File: src/rtl/vc_pkg.sv
// vc_pkg: flit type codes, controller state encodings and a width helper
package vc_pkg;
    typedef enum logic [1:0] {
        HEAD     = 2'b00,
        BODY     = 2'b01,
        TAIL     = 2'b10,
        HEADTAIL = 2'b11
    } flit_t;

    typedef enum logic [1:0] {
        RC  = 2'd0,
        VSA = 2'd1,
        ST  = 2'd2
    } state_t;

    // Bits needed to index n items, never less than one
    function automatic int clog2(input int n);
        int r;
        r = 1;
        while ((1 << r) < n) r++;
        return r;
    endfunction
endpackage

File: src/rtl/vc_chsel.sv
// vc_chsel: selects lock/ready/grant of the latched output VC, out-of-range routes read as locked
module vc_chsel import vc_pkg::*; #(
    parameter int NPORT = 5,
    parameter int NVCH  = 2
) (
    input  logic [clog2(NPORT)-1:0]  port_q,
    input  logic [clog2(NVCH)-1:0]   ovch_q,
    input  logic [NPORT*NVCH-1:0]    irdy,
    input  logic [NPORT*NVCH-1:0]    ilck,
    input  logic [NPORT-1:0]         grt,
    output logic                     sel_lck,
    output logic                     sel_rdy,
    output logic                     sel_grt
);
    localparam int CW = clog2(NPORT*NVCH);
    localparam int PW = clog2(NPORT);

    logic          ok;
    logic [CW-1:0] idx;
    logic [PW-1:0] gidx;

    // Flatten the route to a channel index and force a safe "locked" view when it is out of range
    always_comb begin
        ok      = int'(port_q) < NPORT && int'(ovch_q) < NVCH;
        idx     = ok ? CW'(int'(port_q) * NVCH + int'(ovch_q)) : '0;
        gidx    = ok ? port_q : '0;
        sel_lck = ok ? ilck[idx] : 1'b1;
        sel_rdy = ok & irdy[idx];
        sel_grt = ok & grt[gidx];
    end
endmodule

File: src/rtl/vc_ctrl_n.sv
// vc_ctrl_n: per-input-VC packet controller (route latch, VC/switch arbitration, streaming); VC_STARV_EN adds starvation priority
module vc_ctrl_n import vc_pkg::*; #(
    parameter int NPORT     = 5,
    parameter int NVCH      = 2,
    parameter int MAX_FLITS = 16,
    parameter int STARV_TH  = 32
) (
    input  logic                     clk,
    input  logic                     rst,
    input  logic                     bvld,
    input  logic [1:0]               btype,
    input  logic [clog2(NPORT)-1:0]  port,
    input  logic [clog2(NVCH)-1:0]   ovch,
    input  logic [NPORT*NVCH-1:0]    irdy,
    input  logic [NPORT*NVCH-1:0]    ilck,
    input  logic [NPORT-1:0]         grt,
    output logic                     req,
    output logic                     send,
    output logic                     olck,
    output logic                     prio,
    output logic                     err
);
    localparam int PW = clog2(NPORT);
    localparam int VW = clog2(NVCH);
    localparam int FW = clog2(MAX_FLITS + 1);

    if (MAX_FLITS < 2 || STARV_TH < 1) begin : g_bad_param
        $error("vc_ctrl_n: MAX_FLITS must be >= 2 and STARV_TH >= 1");
    end

    state_t        state, state_n;
    logic [PW-1:0] port_q;
    logic [VW-1:0] ovch_q;
    logic [FW-1:0] flit_cnt, flit_cnt_n;
    logic          err_n, sel_lck, sel_rdy, sel_grt, vsa_go, is_head, is_tail, at_max;

    vc_chsel #(.NPORT(NPORT), .NVCH(NVCH)) u_chsel (
        .port_q  (port_q),
        .ovch_q  (ovch_q),
        .irdy    (irdy),
        .ilck    (ilck),
        .grt     (grt),
        .sel_lck (sel_lck),
        .sel_rdy (sel_rdy),
        .sel_grt (sel_grt)
    );

    // Handshake outputs and next-state/counter/error decisions
    always_comb begin
        is_head    = btype == HEAD || btype == HEADTAIL;
        is_tail    = btype == TAIL || btype == HEADTAIL;
        at_max     = int'(flit_cnt) + 1 >= MAX_FLITS;
        vsa_go     = state == VSA && !sel_lck;
        olck       = state != RC;
        req        = vsa_go || (state == ST && bvld);
        send       = bvld && sel_grt && sel_rdy && (vsa_go || state == ST);
        state_n    = state;
        flit_cnt_n = flit_cnt;
        err_n      = err;
        if (state == RC) begin
            if (bvld && is_head) begin
                state_n    = VSA;
                flit_cnt_n = '0;
                err_n      = err || int'(port) >= NPORT;
            end else if (bvld) begin
                err_n = 1'b1;
            end
        end else if (state == VSA) begin
            if (send) begin
                state_n    = is_tail ? RC : ST;
                flit_cnt_n = FW'(1);
            end
        end else if (send) begin
            flit_cnt_n = at_max ? FW'(MAX_FLITS) : flit_cnt + 1'b1;
            err_n      = err || btype == HEAD || (!is_tail && at_max);
            state_n    = is_tail ? RC : ST;
        end
    end

    // State, latched route, flit counter and sticky error
    always_ff @(posedge clk) begin
        if (rst) begin
            state    <= RC;
            port_q   <= '0;
            ovch_q   <= '0;
            flit_cnt <= '0;
            err      <= 1'b0;
        end else begin
            state    <= state_n;
            flit_cnt <= flit_cnt_n;
            err      <= err_n;
            if (state == RC && bvld && is_head) begin
                port_q <= port;
                ovch_q <= ovch;
            end
        end
    end

`ifdef VC_STARV_EN
    localparam int WW = clog2(STARV_TH + 1);
    logic [WW-1:0] wait_cnt;

    // Count VSA cycles without forwarding, saturating at the threshold
    always_ff @(posedge clk) begin
        if (rst || state != VSA || send)
            wait_cnt <= '0;
        else if (int'(wait_cnt) < STARV_TH)
            wait_cnt <= wait_cnt + 1'b1;
    end

    assign prio = state == VSA && int'(wait_cnt) == STARV_TH;
`else
    assign prio = 1'b0;
`endif
endmodule

File: config.mk
export PLATFORM = sky130hd
export DESIGN_NAME = vc_ctrl_n
export DESIGN_NICKNAME = d
export VERILOG_FILES = /design/src/rtl/vc_pkg.sv /design/src/rtl/vc_chsel.sv /design/src/rtl/vc_ctrl_n.sv
export SDC_FILE = /design/constraint.sdc
export NUM_CORES = 1
export LEC_CHECK = 0
export CAP_MARGIN = 20
export CORE_AREA = 10 10 62 64
export CTS_CLUSTER_DIAMETER = 30
export CTS_CLUSTER_SIZE = 16
export DETAILED_ROUTE_END_ITERATION = 10
export DIE_AREA = 0 0 72 74
export GPL_ROUTABILITY_DRIVEN = 0
export PLACE_DENSITY = 0.71
export SKIP_LAST_GASP = 1
export SLEW_MARGIN = 40
export SYNTH_ARGS = -nofsm -noshare
export SYNTH_HDL_FRONTEND = slang
export SYNTH_SLANG_ARGS = --single-unit
File: constraint.sdc
create_clock -name clk -period 3.16 [get_ports clk]
set_input_delay 0.632 -clock clk [delete_from_list [all_inputs] [get_ports clk]]
set_output_delay 0.632 -clock clk [all_outputs]
set_load 0.005 [all_outputs]
-- Word-level counts from Yosys, hierarchy flattened
Cells that the tools add are included.
- bitwise logic cells: 2
- reduce and logical (&&, ||, !) cells: 24
- multiply operators: 0
- mux-type cells: 24
- div/mod/pow operators: 0
- order comparisons: 5
- add/sub/neg operators: 3
- equality and inequality tests: 7
- shift-type cells: 0
- operators with widths (operator ; count):
    5-bit 2-to-1 mux ; 6
    1-bit logical AND ; 9
    1-bit 2-to-1 mux ; 9
    1-bit binary-select mux with 4-bit select ; 2
    2-bit 2-to-1 mux ; 4
    1-bit logical OR ; 7
    5-bit by 1-bit adder with 6-bit output, second input constant ; 1
    2-bit == test, second input constant ; 3
    6-bit by 5-bit >= comparator with 1-bit output, second input constant ; 1
    5-bit by 1-bit adder with 5-bit output, second input constant ; 1
    4-bit by 5-bit < comparator with 1-bit output, second input constant ; 1
    4-bit by 1-bit adder with 4-bit output ; 1
    2-bit zero test ; 2
    3-bit by 4-bit < comparator with 1-bit output, second input constant ; 1
    4-bit 2-to-1 mux ; 1
    2-bit nonzero test ; 2
    1-bit binary-select mux with 3-bit select ; 1
    3-bit >= comparator, second input constant ; 1
    3-bit < comparator, second input constant ; 1
    3-bit 2-to-1 mux ; 1
    3-bit by 2-bit inequality test with 1-bit output, second input constant ; 1
    3-bit AND reduction ; 1
    1-bit AND ; 2
    2-bit by 1-bit == test with 1-bit output, second input constant ; 1
    other kinds (4) ; 5
- memories: 0
- bits in read-only memories: 0
- output and inout bits: 5
- input port bits: 34
- word-level logic and storage cells: 70
- register bits after elaboration: 12
- latch bits: 0
- bits in writable memories: 0

-- Depth between registers and ports, before layout
- depth in word-level cells: 12
- mapped depth: 7
- gate-level depth less buffers: 7

-- Modules after synthesis
From an unflattened synthesis, not the netlist that was laid out.
- cell total of the unflattened synthesis: 109
- area total of the unflattened synthesis: 929.6 um2
- by module, submodules not included (module ; seq. area each (um2) ; cells an instance ; instances ; area an instance (um2)):
    vc_ctrl_n ; 240.2 ; 81 ; 1 ; 680.7
    vc_chsel ; 0.0 ; 28 ; 1 ; 249.0

-- Worst setup path before layout
No wires, ideal clock.
- kind: reg2out
- start point: register ovch_q
- end point: output send
- cell stages (with the launch flop): 6
- arrival time: 1829 ps
- path buffers: 0
- data required time: 2528 ps
- path slack: 699 ps
- path through: dfxtp_1 -> a21boi_2 -> mux2_1 -> a2111oi_2 -> o311ai_2 -> nor2_1
- word-level cells in the longest chain between the ends: 9
- elaborated cells between the ends (all ways): 13
- those cells by class: 1 x add/sub; 6 x mux; 1 x bitwise; 5 x reduce/logical
- ends and longest elaborated chain (what ; RTL line ; RTL):
    from (decl) ; vc_ctrl_n.sv:33 ; logic [VW-1:0] ovch_q;
    from (signal assigned) ; vc_ctrl_n.sv:94 ; ovch_q <= ovch;
    4-bit by 1-bit adder with 4-bit output * ; vc_chsel.sv:25 ; idx = ok ? CW'(int'(port_q) * NVCH + int'(ovch_q)) : '0;
    4-bit 2-to-1 mux * ; vc_chsel.sv:25 ;
    1-bit binary-select mux with 4-bit select ; vc_chsel.sv:27 ; sel_lck = ok ? ilck[idx] : 1'b1;
    1-bit 2-to-1 mux (implied by the code) ; vc_chsel.sv:27 ;
    1-bit 2-to-1 mux ; vc_chsel.sv:27 ;
    1-bit zero test ; vc_ctrl_n.sv:53 ; vsa_go = state == VSA && !sel_lck;
    1-bit logical AND ; vc_ctrl_n.sv:53 ;
    1-bit logical OR ; vc_ctrl_n.sv:56 ; send = bvld && sel_grt && sel_rdy && (vsa_go || state == ST);
    1-bit logical AND * ; vc_ctrl_n.sv:56 ;
    to (decl) ; vc_ctrl_n.sv:18 ; output logic send,
Every way passes the cells marked *; elsewhere a longest branch is shown, timed or not. The select of a mux whose other input is x is not followed.

-- Worst setup path after layout
- start point: input irdy[4]
- end point: output send
- word-level cells in the longest chain between the ends: 5
- ends and longest elaborated chain (what ; RTL line ; RTL):
    from (decl) ; vc_ctrl_n.sv:14 ; input logic [NPORT*NVCH-1:0] irdy,
    1-bit binary-select mux with 4-bit select ; vc_chsel.sv:28 ; sel_rdy = ok & irdy[idx];
    1-bit 2-to-1 mux (implied by the code) ; vc_chsel.sv:28 ;
    1-bit AND ; vc_chsel.sv:28 ;
    1-bit logical AND (2 in a row) ; vc_ctrl_n.sv:56 ;
No other way between the ends. The select of a mux whose other input is x is not followed.

==> impl_metrics.tcl <==
set metrics [dict create \
    worst-path-max-fanout 2 \
    cp-end-kind "output port" \
    synth-edff-count 0 \
    status "finished, final reports clean" \
    instances_no_fill 212 \
    cp.arrival_ns 2.42 \
    htreeDepth 1 \
    yosys_register_bits 12 \
    drive_gt1_frac 0.160 \
    synth_top_area_frac 0.239 \
    clock_skew_ns 0.00127 \
    max_freq_ghz 0.328 \
    fin_nets 220 \
    grt_start_max_net_pins 13 \
    start_util 0.378 \
    synth_area_per_cell_sq_um 7.69 \
    regArea_sq_um 240 \
    grt_overflow 0 \
    fill_cells 253 \
    cts_tree "built" \
    die_w_um 72 \
    die_area_sq_um 5330 \
    grt_pass1_wl_um 5290 \
    mappedNetlistArea_sq_um 1010 \
    power_mw 0.449 \
    cellPowerDensity_nw_per_um2 285 \
    synthArstFlopShare 0 \
    routedWlPerCell_um 15.6 \
    area.growth.synth_to_final_pct 56.3 \
    holdBufCountCts 0 \
    drc_errors 0 \
    syn_nets 169 \
    yosysTopAreaCell "dfxtp_1" \
    cts_buffer_depth 2 \
    synth.distinct_cells 41 \
    num_rows 19 \
    fin_crit_sh 0.966 \
    cts_root_buffer "clkbuf_4" \
    cts.sinks 12 \
    dp_hpwl_um 2790 \
    yosysMostFrequentCell "nor2_1" \
    leakage_nw 0.638 \
    antenna_found_initial 0 \
    ys_top_cells_by_count "nor2_1, dfxtp_1, a21oi_1, inv_1, mux2i_1" \
    die_h_um 74 \
    cp-start-kind "input port" \
    drtIter0Drc 56 \
    critPathKind "in -> out" \
    numCtsBuffers 3 \
    rsz0062_at_grt "no" \
    synth_cells 131 \
    vias_per_cell 5.35 \
    antenna_left 0 \
    core_area_sq_um 2660 \
    n_antenna_cell 0 \
    peakVddDrop_mv 0.302 \
    worstSkewPairLatency_ns 0.27 \
    finalHoldViolCount 0 \
    grt_util_all_layers 0.119 \
    multiInputGateArea_sq_um 741 \
    grt_pass1_vias 1122 \
    required_ns 2.53 \
    ys.warnings.count 0 \
    slew_violations 0 \
    path_clk_slew_ns 0.07 \
    min_period_ns 3.05 \
    yosysSeqAreaShare 0.239 \
    hold_path.class "reg -> reg" \
    wirelength_um 3310 \
    firstDrtPassIters 4 \
    dr_total_vias 1135 \
    synth_ff_type "dfxtp_1" \
    maxCapViolations 0 \
    io_buffers 37 \
    yosys-top-cells-area "dfxtp_1, mux2i_1, nor2_1" \
    setup_tns_ns 0 \
    dpl.cell_count 205 \
    setup-violations-final 0 \
    pin_count 39 \
]
==> flip-flops by register name (all words and copies together) (netlist names) <==
register  flops
flit_cnt      5
port_q        3
err           1
state         2
ovch_q        1
==> cell families after synthesis <==
family          synth area share
compound gates             0.267
mux                        0.127
fa+ha+maj                 0.0497
other cells              0.00372
simple gates               0.250
buf+inv                   0.0646
flops                      0.239
==> cell type report <==
| cell class | instances | share of cell area |
|---|---|---|
| clock buffers | 4 | 0.0231 |
| flip-flops and latches | 12 | 0.153 |
| inverters | 9 | 0.0215 |
| well taps | 31 | 0.0246 |
| repair buffers | 52 | 0.308 |
| multi-input cells | 104 | 0.471 |
==> what timing repair did <==
action,in CTS,in global routing
gates resized for setup,4,2
endpoints found under the setup margin,1,1
endpoints found under the hold margin,0,0
setup buffers,2,1
pin swaps,3,2
==> worst max-delay path: stages <==
cell and delay [ns]:
clkdlybuf4s50_1 0.47, nor2_1 0.04, mux2_4 0.29, a2111oi_4 0.37, o311ai_2 0.17, nor2_2 0.18
dlygate4sd2_1 0.26
==> layer usage <==
layer	track usage	vias to the layer above	part of all wire
met5	0	-	0
met4	0.0323	0	0.0051
met3	0.0279	2	0.054
met2	0.205	34	0.49
met1	0.146	520	0.45
li1	-	579	-
==> report_power, final <==
| part | internal (mW) | switching, mW | leakage (nW) |
|---|---|---|---|
| registers | 0.158 | 0.0101 | 0.0977 |
| logic | 0.0940 | 0.0675 | 0.519 |
| clock network | 0.0700 | 0.0497 | 0.0210 |
| total | 0.322 | 0.127 | 0.638 |
==> cells in the final DEF (no fill, tap or decap), types with 2 or more instances in the layout <==
master | Yosys | routed
a31oi_1 | 3 | 3
ha_1 | 4 | 4
clkbuf_4 | 0 | 3
nand2_1 | 7 | 7
mux2i_1 | 9 | 9
nand3_1 | 2 | 2
clkdlybuf4s50_1 | 0 | 35
buf_4 | 2 | 15
o211ai_1 | 2 | 2
nor3_1 | 3 | 3
nor2_1 | 23 | 22
nor2b_1 | 4 | 4
o31ai_1 | 3 | 3
dfxtp_1 | 12 | 12
o21ai_0 | 8 | 8
nor4b_1 | 3 | 2
a2111oi_4 | 0 | 2
inv_1 | 9 | 9
a21oi_1 | 9 | 9
==> stage by stage <==
| step | hold slack, ns | area (sq um) | worst slack, ns | util |
|---|---|---|---|---|
| finish | 0.471 | 1570 | 0.107 | 0.591 |
| floorplan | 0.464 | 1010 | 0.699 | - |
| CTS | 0.479 | 1560 | 0.00906 | 0.586 |
| detailed placement | 0.456 | 1480 | -0.263 | 0.556 |
| global route | 0.512 | 1570 | 0.0463 | 0.591 |
| global placement | 0.455 | 1480 | -0.242 | 0.556 |
==> worst paths after layout <==
| path | start | to | slack (ns) | cells past startpoint |
|---|---|---|---|---|
| max reg2reg | port_q[1] | flit_cnt[4] | 0.52 | 9 |
| min reg2reg | err | err | 0.47 | 1 |
| min | err | err | 0.47 | 1 |
| max | irdy[4] | send | 0.11 | 7 |
No activity file was read; power rests on OpenSTA's default activity.
